### src/rtl/instr_encoder.sv
// instr_encoder
// Streaming RV32I instruction encoder. Takes one field bundle per in_valid/
// in_ready handshake and packs it into a 32-bit RV32I word (R/I/S/B/U/J
// layouts). Each word leaves through a one-entry output register tagged with
// an incrementing instruction-memory word address.
//
// Ports:
//   clk, rst           clock (rising edge), asynchronous active-high reset
//   start              begin a program (only honoured in IDLE)
//   in_valid/in_ready  input bundle handshake
//   type_sel           0 R, 1 I-load, 2 I-ALU, 3 S, 4 B, 5 AUIPC, 6 LUI,
//                      7 JALR, 8 JAL; 9..15 illegal
//   funct3, funct7     function fields
//   rd, rs1, rs2       register indices
//   imm                immediate, interpreted per type
//   in_last            final bundle of the program
//   out_valid/out_ready output word handshake
//   out_instr          encoded instruction
//   out_addr           word address of out_instr
//   out_last           word is the last of the program
//   out_count          words transferred since start (saturating)
//   done               one-cycle pulse at program completion
//   err                sticky: illegal type_sel seen since start
module instr_encoder #(
  parameter int                    ADDR_WIDTH = 8,
  parameter logic [ADDR_WIDTH-1:0] BASE_ADDR  = '0
) (
  input  logic                  clk,
  input  logic                  rst,
  input  logic                  start,
  input  logic                  in_valid,
  output logic                  in_ready,
  input  logic [3:0]            type_sel,
  input  logic [2:0]            funct3,
  input  logic [6:0]            funct7,
  input  logic [4:0]            rd,
  input  logic [4:0]            rs1,
  input  logic [4:0]            rs2,
  input  logic [31:0]           imm,
  input  logic                  in_last,
  output logic                  out_valid,
  input  logic                  out_ready,
  output logic [31:0]           out_instr,
  output logic [ADDR_WIDTH-1:0] out_addr,
  output logic                  out_last,
  output logic [ADDR_WIDTH:0]   out_count,
  output logic                  done,
  output logic                  err
);

  localparam logic [1:0] S_IDLE  = 2'd0;
  localparam logic [1:0] S_RUN   = 2'd1;
  localparam logic [1:0] S_DRAIN = 2'd2;
  localparam logic [1:0] S_DONE  = 2'd3;

  localparam logic [3:0] T_R     = 4'd0;
  localparam logic [3:0] T_LOAD  = 4'd1;
  localparam logic [3:0] T_IALU  = 4'd2;
  localparam logic [3:0] T_S     = 4'd3;
  localparam logic [3:0] T_B     = 4'd4;
  localparam logic [3:0] T_AUIPC = 4'd5;
  localparam logic [3:0] T_LUI   = 4'd6;
  localparam logic [3:0] T_JALR  = 4'd7;
  localparam logic [3:0] T_JAL   = 4'd8;

  localparam logic [6:0] OP_R     = 7'b0110011;
  localparam logic [6:0] OP_LOAD  = 7'b0000011;
  localparam logic [6:0] OP_IALU  = 7'b0010011;
  localparam logic [6:0] OP_S     = 7'b0100011;
  localparam logic [6:0] OP_B     = 7'b1100011;
  localparam logic [6:0] OP_AUIPC = 7'b0010111;
  localparam logic [6:0] OP_LUI   = 7'b0110111;
  localparam logic [6:0] OP_JALR  = 7'b1100111;
  localparam logic [6:0] OP_JAL   = 7'b1101111;

  localparam logic [ADDR_WIDTH-1:0] ADDR_ONE = {{(ADDR_WIDTH-1){1'b0}}, 1'b1};
  localparam logic [ADDR_WIDTH:0]   CNT_ONE  = {{ADDR_WIDTH{1'b0}}, 1'b1};
  localparam logic [ADDR_WIDTH:0]   CNT_MAX  = {(ADDR_WIDTH+1){1'b1}};

  // Packs one bundle into its RV32I layout; illegal types yield zero (the
  // word is dropped anyway).
  function automatic logic [31:0] encode_word(
    input logic [3:0]  t,
    input logic [2:0]  f3,
    input logic [6:0]  f7,
    input logic [4:0]  d,
    input logic [4:0]  s1,
    input logic [4:0]  s2,
    input logic [31:0] im
  );
    logic [31:0] w;
    w = 32'd0;
    case (t)
      T_R:     w = {f7, s2, s1, f3, d, OP_R};
      T_LOAD:  w = {im[11:0], s1, f3, d, OP_LOAD};
      T_IALU: begin
        // Shift-immediates carry funct7 in the upper bits and a 5-bit shamt.
        if ((f3 == 3'b001) || (f3 == 3'b101)) begin
          w = {f7, im[4:0], s1, f3, d, OP_IALU};
        end else begin
          w = {im[11:0], s1, f3, d, OP_IALU};
        end
      end
      T_S:     w = {im[11:5], s2, s1, f3, im[4:0], OP_S};
      T_B:     w = {im[12], im[10:5], s2, s1, f3, im[4:1], im[11], OP_B};
      T_AUIPC: w = {im[31:12], d, OP_AUIPC};
      T_LUI:   w = {im[31:12], d, OP_LUI};
      T_JALR:  w = {im[11:0], s1, 3'b000, d, OP_JALR};
      T_JAL:   w = {im[20], im[10:1], im[11], im[19:12], d, OP_JAL};
      default: w = 32'd0;
    endcase
    return w;
  endfunction

  logic [1:0]  state;
  logic [1:0]  next_state;
  logic        accept;
  logic        xfer;
  logic        legal;
  logic [31:0] enc_word;

  assign in_ready = (state == S_RUN) && (!out_valid || out_ready);
  assign accept   = in_valid && in_ready;
  assign xfer     = out_valid && out_ready;
  assign legal    = (type_sel <= T_JAL);
  assign enc_word = encode_word(type_sel, funct3, funct7, rd, rs1, rs2, imm);

  // Next-state logic for the program sequencing FSM.
  always_comb begin
    next_state = state;
    case (state)
      S_IDLE: begin
        if (start) begin
          next_state = S_RUN;
        end else begin
          next_state = S_IDLE;
        end
      end
      S_RUN: begin
        // in_last counts even for a dropped (illegal) bundle.
        if (accept && in_last) begin
          next_state = S_DRAIN;
        end else begin
          next_state = S_RUN;
        end
      end
      S_DRAIN: begin
        if (!out_valid || out_ready) begin
          next_state = S_DONE;
        end else begin
          next_state = S_DRAIN;
        end
      end
      S_DONE:  next_state = S_IDLE;
      default: next_state = S_IDLE;
    endcase
  end

  // State register and the registered done pulse.
  always_ff @(posedge clk or posedge rst) begin
    if (rst) begin
      state <= S_IDLE;
      done  <= 1'b0;
    end else begin
      state <= next_state;
      done  <= (next_state == S_DONE);
    end
  end

  // Address counter, word counter and sticky error flag.
  always_ff @(posedge clk or posedge rst) begin
    if (rst) begin
      out_addr  <= BASE_ADDR;
      out_count <= '0;
      err       <= 1'b0;
    end else if ((state == S_IDLE) && start) begin
      out_addr  <= BASE_ADDR;
      out_count <= '0;
      err       <= 1'b0;
    end else begin
      // out_addr always names the word at the head of the output register,
      // so it steps as each word departs (also when a new one loads).
      if (xfer) begin
        out_addr <= out_addr + ADDR_ONE;
        if (out_count != CNT_MAX) begin
          out_count <= out_count + CNT_ONE;
        end
      end
      if (accept && !legal) begin
        err <= 1'b1;
      end
    end
  end

  // One-entry output register; reload and transfer may coincide.
  always_ff @(posedge clk or posedge rst) begin
    if (rst) begin
      out_valid <= 1'b0;
      out_instr <= 32'd0;
      out_last  <= 1'b0;
    end else if (accept && legal) begin
      out_valid <= 1'b1;
      out_instr <= enc_word;
      out_last  <= in_last;
    end else if (xfer) begin
      out_valid <= 1'b0;
    end else begin
      out_valid <= out_valid;
    end
  end

endmodule

### config.mk
export PLATFORM = sky130hd
export DESIGN_NAME = instr_encoder
export DESIGN_NICKNAME = d
export VERILOG_FILES = /design/src/rtl/instr_encoder.sv
export SDC_FILE = /design/constraint.sdc
export NUM_CORES = 1
export LEC_CHECK = 0
export CAP_MARGIN = 20
export CORE_UTILIZATION = 50
export DETAILED_ROUTE_END_ITERATION = 12
export DONT_BUFFER_PORTS = 1
export PLACE_DENSITY_LB_ADDON = 0.3
export SYNTH_ARGS = -nofsm -noshare
export SYNTH_HDL_FRONTEND = slang
export SYNTH_SLANG_ARGS = --single-unit
### constraint.sdc
create_clock -name clk -period 2.4 [get_ports clk]
set_input_delay 0.48 -clock clk [delete_from_list [all_inputs] [get_ports clk]]
set_output_delay 0.48 -clock clk [all_outputs]
set_load 0.02 [all_outputs]
==> run summary <==
- **number of flops mapped to enable cells by yosys** 0
- **vias in the first global route** 2420
- **clock root buffer** clkbuf_8
- **share of layout cells above drive strength 1** 0.101
- **endpoint class of the critical path** flip-flop
- **dpl cells** 405
- **maxcap violations** 0
- **Iteration-0 DRC Markers** 127
- **headroom to the max-slew limit** 0.584
- **global-route congestion overflow total** 0
- **Worst Tran Pin Value** 623 ps
- **number of cell rows** 28
- **synthesis-to-finish area growth** 3.73%
- **Mapped Cells** 347
- **number of H-tree branching levels** 2
- **period utilisation layout** 0.907
- **Total Die Area** 0.00656 mm²
- **FILL cells** 569
- **Clk network pwr share** 0.163
- **max-slew violation total from the final report** 0
- **maximum buffer depth of the clock tree** 2
- **worst vdd ir** 432 µV
- **total via count after detailed routing** 2521
- **setup TNS** 0 ps
- **power spent charging and discharging nets** 0.00139 W
- **total detailed-routing wirelength** 7.18 mm
- **most used flip-flop cell after synthesis** dfrtp_1
- **total of endpoints with negative setup slack in the final report** 0
- **post-route DRC violation count** 0
- **global-route wire length before repair** 11.1 mm
- **number of routed nets with antenna violations** 0
- **total count of hold-check failures in the final report** 0
- **post-cts gate resize count** 0
- **count of input and output buffers** 0
- **number of flip-flops and latches in the synthesized netlist** 54
- **initial cell density of the core** 0.524
- **half-perimeter wire length after detailed placement** 5.29 mm
- **number of clock sinks** 54
- **Inserted Clock Buffers** 5
- **number of inserted diodes** 0
- **RSZ-0062 raised after global routing** false
- **area of the core** 0.00596 mm²
- **launching element type of the critical path** flip-flop
- **fraction of power spent switching nets** 0.439
- **pin count of the biggest net entering global routing** 44
- **footprint of the multi-input gates** 0.00160 mm²
- **status** finished, final reports clean
- **top area cells in the synthesized netlist** dfrtp_1 43%, nor2_1 7.0%, a21oi_1 6.7%, xor2_1 3.1%, nand2_1 2.9%
- **most used cells in the layout excluding fill and tap cells** 58 x nor2_1, 54 x dfrtp_1, 42 x a21oi_1
- **Post-Syn Area** 0.00312 mm²
- **final cell count without fillers** 413
- **P per Cell Area** 979 mW/mm²
- **worst min path class** in -> async
- **I/O pin count** 121
- **cell type contributing the most total cell area after synthesis** dfrtp_1
- **power consumption** 0.00317 W
- **share of total power in sequential cells** 0.597
- **leakage power summed over all cells** 1.31 nW
- **mean area per synthesized cell** 9.00 µm²
- **number of warnings issued by yosys** 0
- **power share of the combinational group** 0.240
- **Final GP Congestion** 0.775
- **FF+latch area** 0.00135 mm²
- **Layout Skew** 7.40 ps
- **count of hold-fix buffers inserted at cts** 0
- **All-Layer GR Usage** 0.219
- **number of nets produced by synthesis** 417
- **Internal Pwr Total** 0.00178 W
- **clock tree from TritonCTS** built
- **most common library cell in the layout ignoring fill and taps** nor2_1
- **number of optimization iterations in the first detailed-route pass** 4
- **utilization of the core after routing** 0.544
- **number of nets in the layout** 407
- **Arrival @ worst endpoint** 2400 ps
- **Netlist cell types** 51
- **f_max** 459 MHz
- **share of the yosys chip area belonging to registers** 0.433
- **Max FO, Critical Path** 7
- **WL/cell** 17.4 µm
- **total setup buffers inserted after CTS** 0
- **initial antenna violation count** 0
- **via count normalized by instance count** 6.10
- **clock latency at the later pin of the worst-skew pair** 300 ps
- **Yosys top cell area share** 0.433
- **critical setup path kind** reg -> reg
- **shortest period the worst path allows** 2180 ps
- **data required time of the critical path** 2630 ps
- **vertical extent of the die** 81.0 µm
- **clock edge transition at the registers on the reported setup and hold paths** 100 ps
- **async set-or-reset flop fraction in the synthesized netlist** 1.00
- **die width** 81.0 µm
[registers in the layout (all words and copies together), names as in the netlist]
signal and cells:
out_valid 1, out_count 9, done 1, out_addr 8, out_last 1, err 1, out_instr 31, state 2
[through the flow]
stage          hold WS [ps]  worst slack (ps)  area, µm²
5_1_grt                98.3              91.8       3240
3_5_place_dp            405               262       3140
6_report               63.9               224       3240
2_1_floorplan           509               456       3120
3_3_place_gp            411               377       3140
4_1_cts                70.3               238       3240
[cells by family after synthesis]
logic type	Yosys count	share of synthesized area
xor+xnor	14	0.0393
compound gates	110	0.239
buf+inv	29	0.0537
fa+ha+maj	3	0.0120
flops	54	0.433
simple gates	134	0.213
mux	3	0.0100
[worst paths after layout]
| path | startpoint | slack [ps] | cells after the start | endpoint |
|---|---|---|---|---|
| min | rst | 60 | 1 | out_count[6] |
| max in group asynchronous | rst | 1810 | 2 | out_instr[5] |
| min reg2reg | state[0] | 580 | 1 | done |
| max reg2reg | out_count[0] | 220 | 8 | out_count[5] |
| min in group clk | in_last | 300 | 2 | state[1] |
| max | out_count[0] | 220 | 8 | out_count[5] |
[final cells by class]
type | instances | area share
multi-input cells | 264 | 0.495
flip-flops and latches | 54 | 0.417
well taps | 75 | 0.0290
repair buffers | 7 | 0.0240
clock buffers | 5 | 0.0213
clock inverters | 3 | 0.00773
inverters | 5 | 0.00580
[worst max-delay path, stage by stage (launching register included)]
cell and delay [ps]:
dfrtp_1 510, ha_1 310, nand3_1 80, nor2_1 50, ha_1 220, nor2_4 190
nand4_1 220, or3_1 370, a21oi_1 150
[Yosys cell counts, drive strengths merged (2+ instances only)]
master	n
a311oi	2
or2	2
nand4	3
nor3	2
ha	3
buf	19
nor2b	5
nand2b	4
mux2i	2
o21ai	12
nor2	59
xor2	11
a31oi	6
xnor2	3
nand3	13
nor3b	3
a211oi	4
a221oi	7
nand3b	6
or3	2
a22o	2
dfrtp	54
and3	5
a32oi	4
nand2	24
a21oi	48
clkbuf	5
a22oi	10
a211o	4
inv	5
o211ai	7
[power by group through the flow]
stage	Combinational (W)	Clock, W	Sequential [W]
2_1_floorplan	0.000680	0	0.00183
3_3_place_gp	0.000743	0	0.00191
3_5_place_dp	0.000766	0	0.00192
4_1_cts	0.000769	0.000534	0.00190
5_1_grt	0.000877	0.000570	0.00193
6_report	0.000760	0.000518	0.00189
[layer usage]
metal | track usage | routed length (µm) | share of wire | vias up
met4 | 0.0643 | 72 | 0.010 | 0
met1 | 0.267 | 2990 | 0.42 | 1196
met5 | 0 | 0 | 0 | -
met2 | 0.374 | 3580 | 0.50 | 82
li1 | - | - | - | 1233
met3 | 0.0640 | 530 | 0.074 | 10
Power figures use the tool's default switching activity.
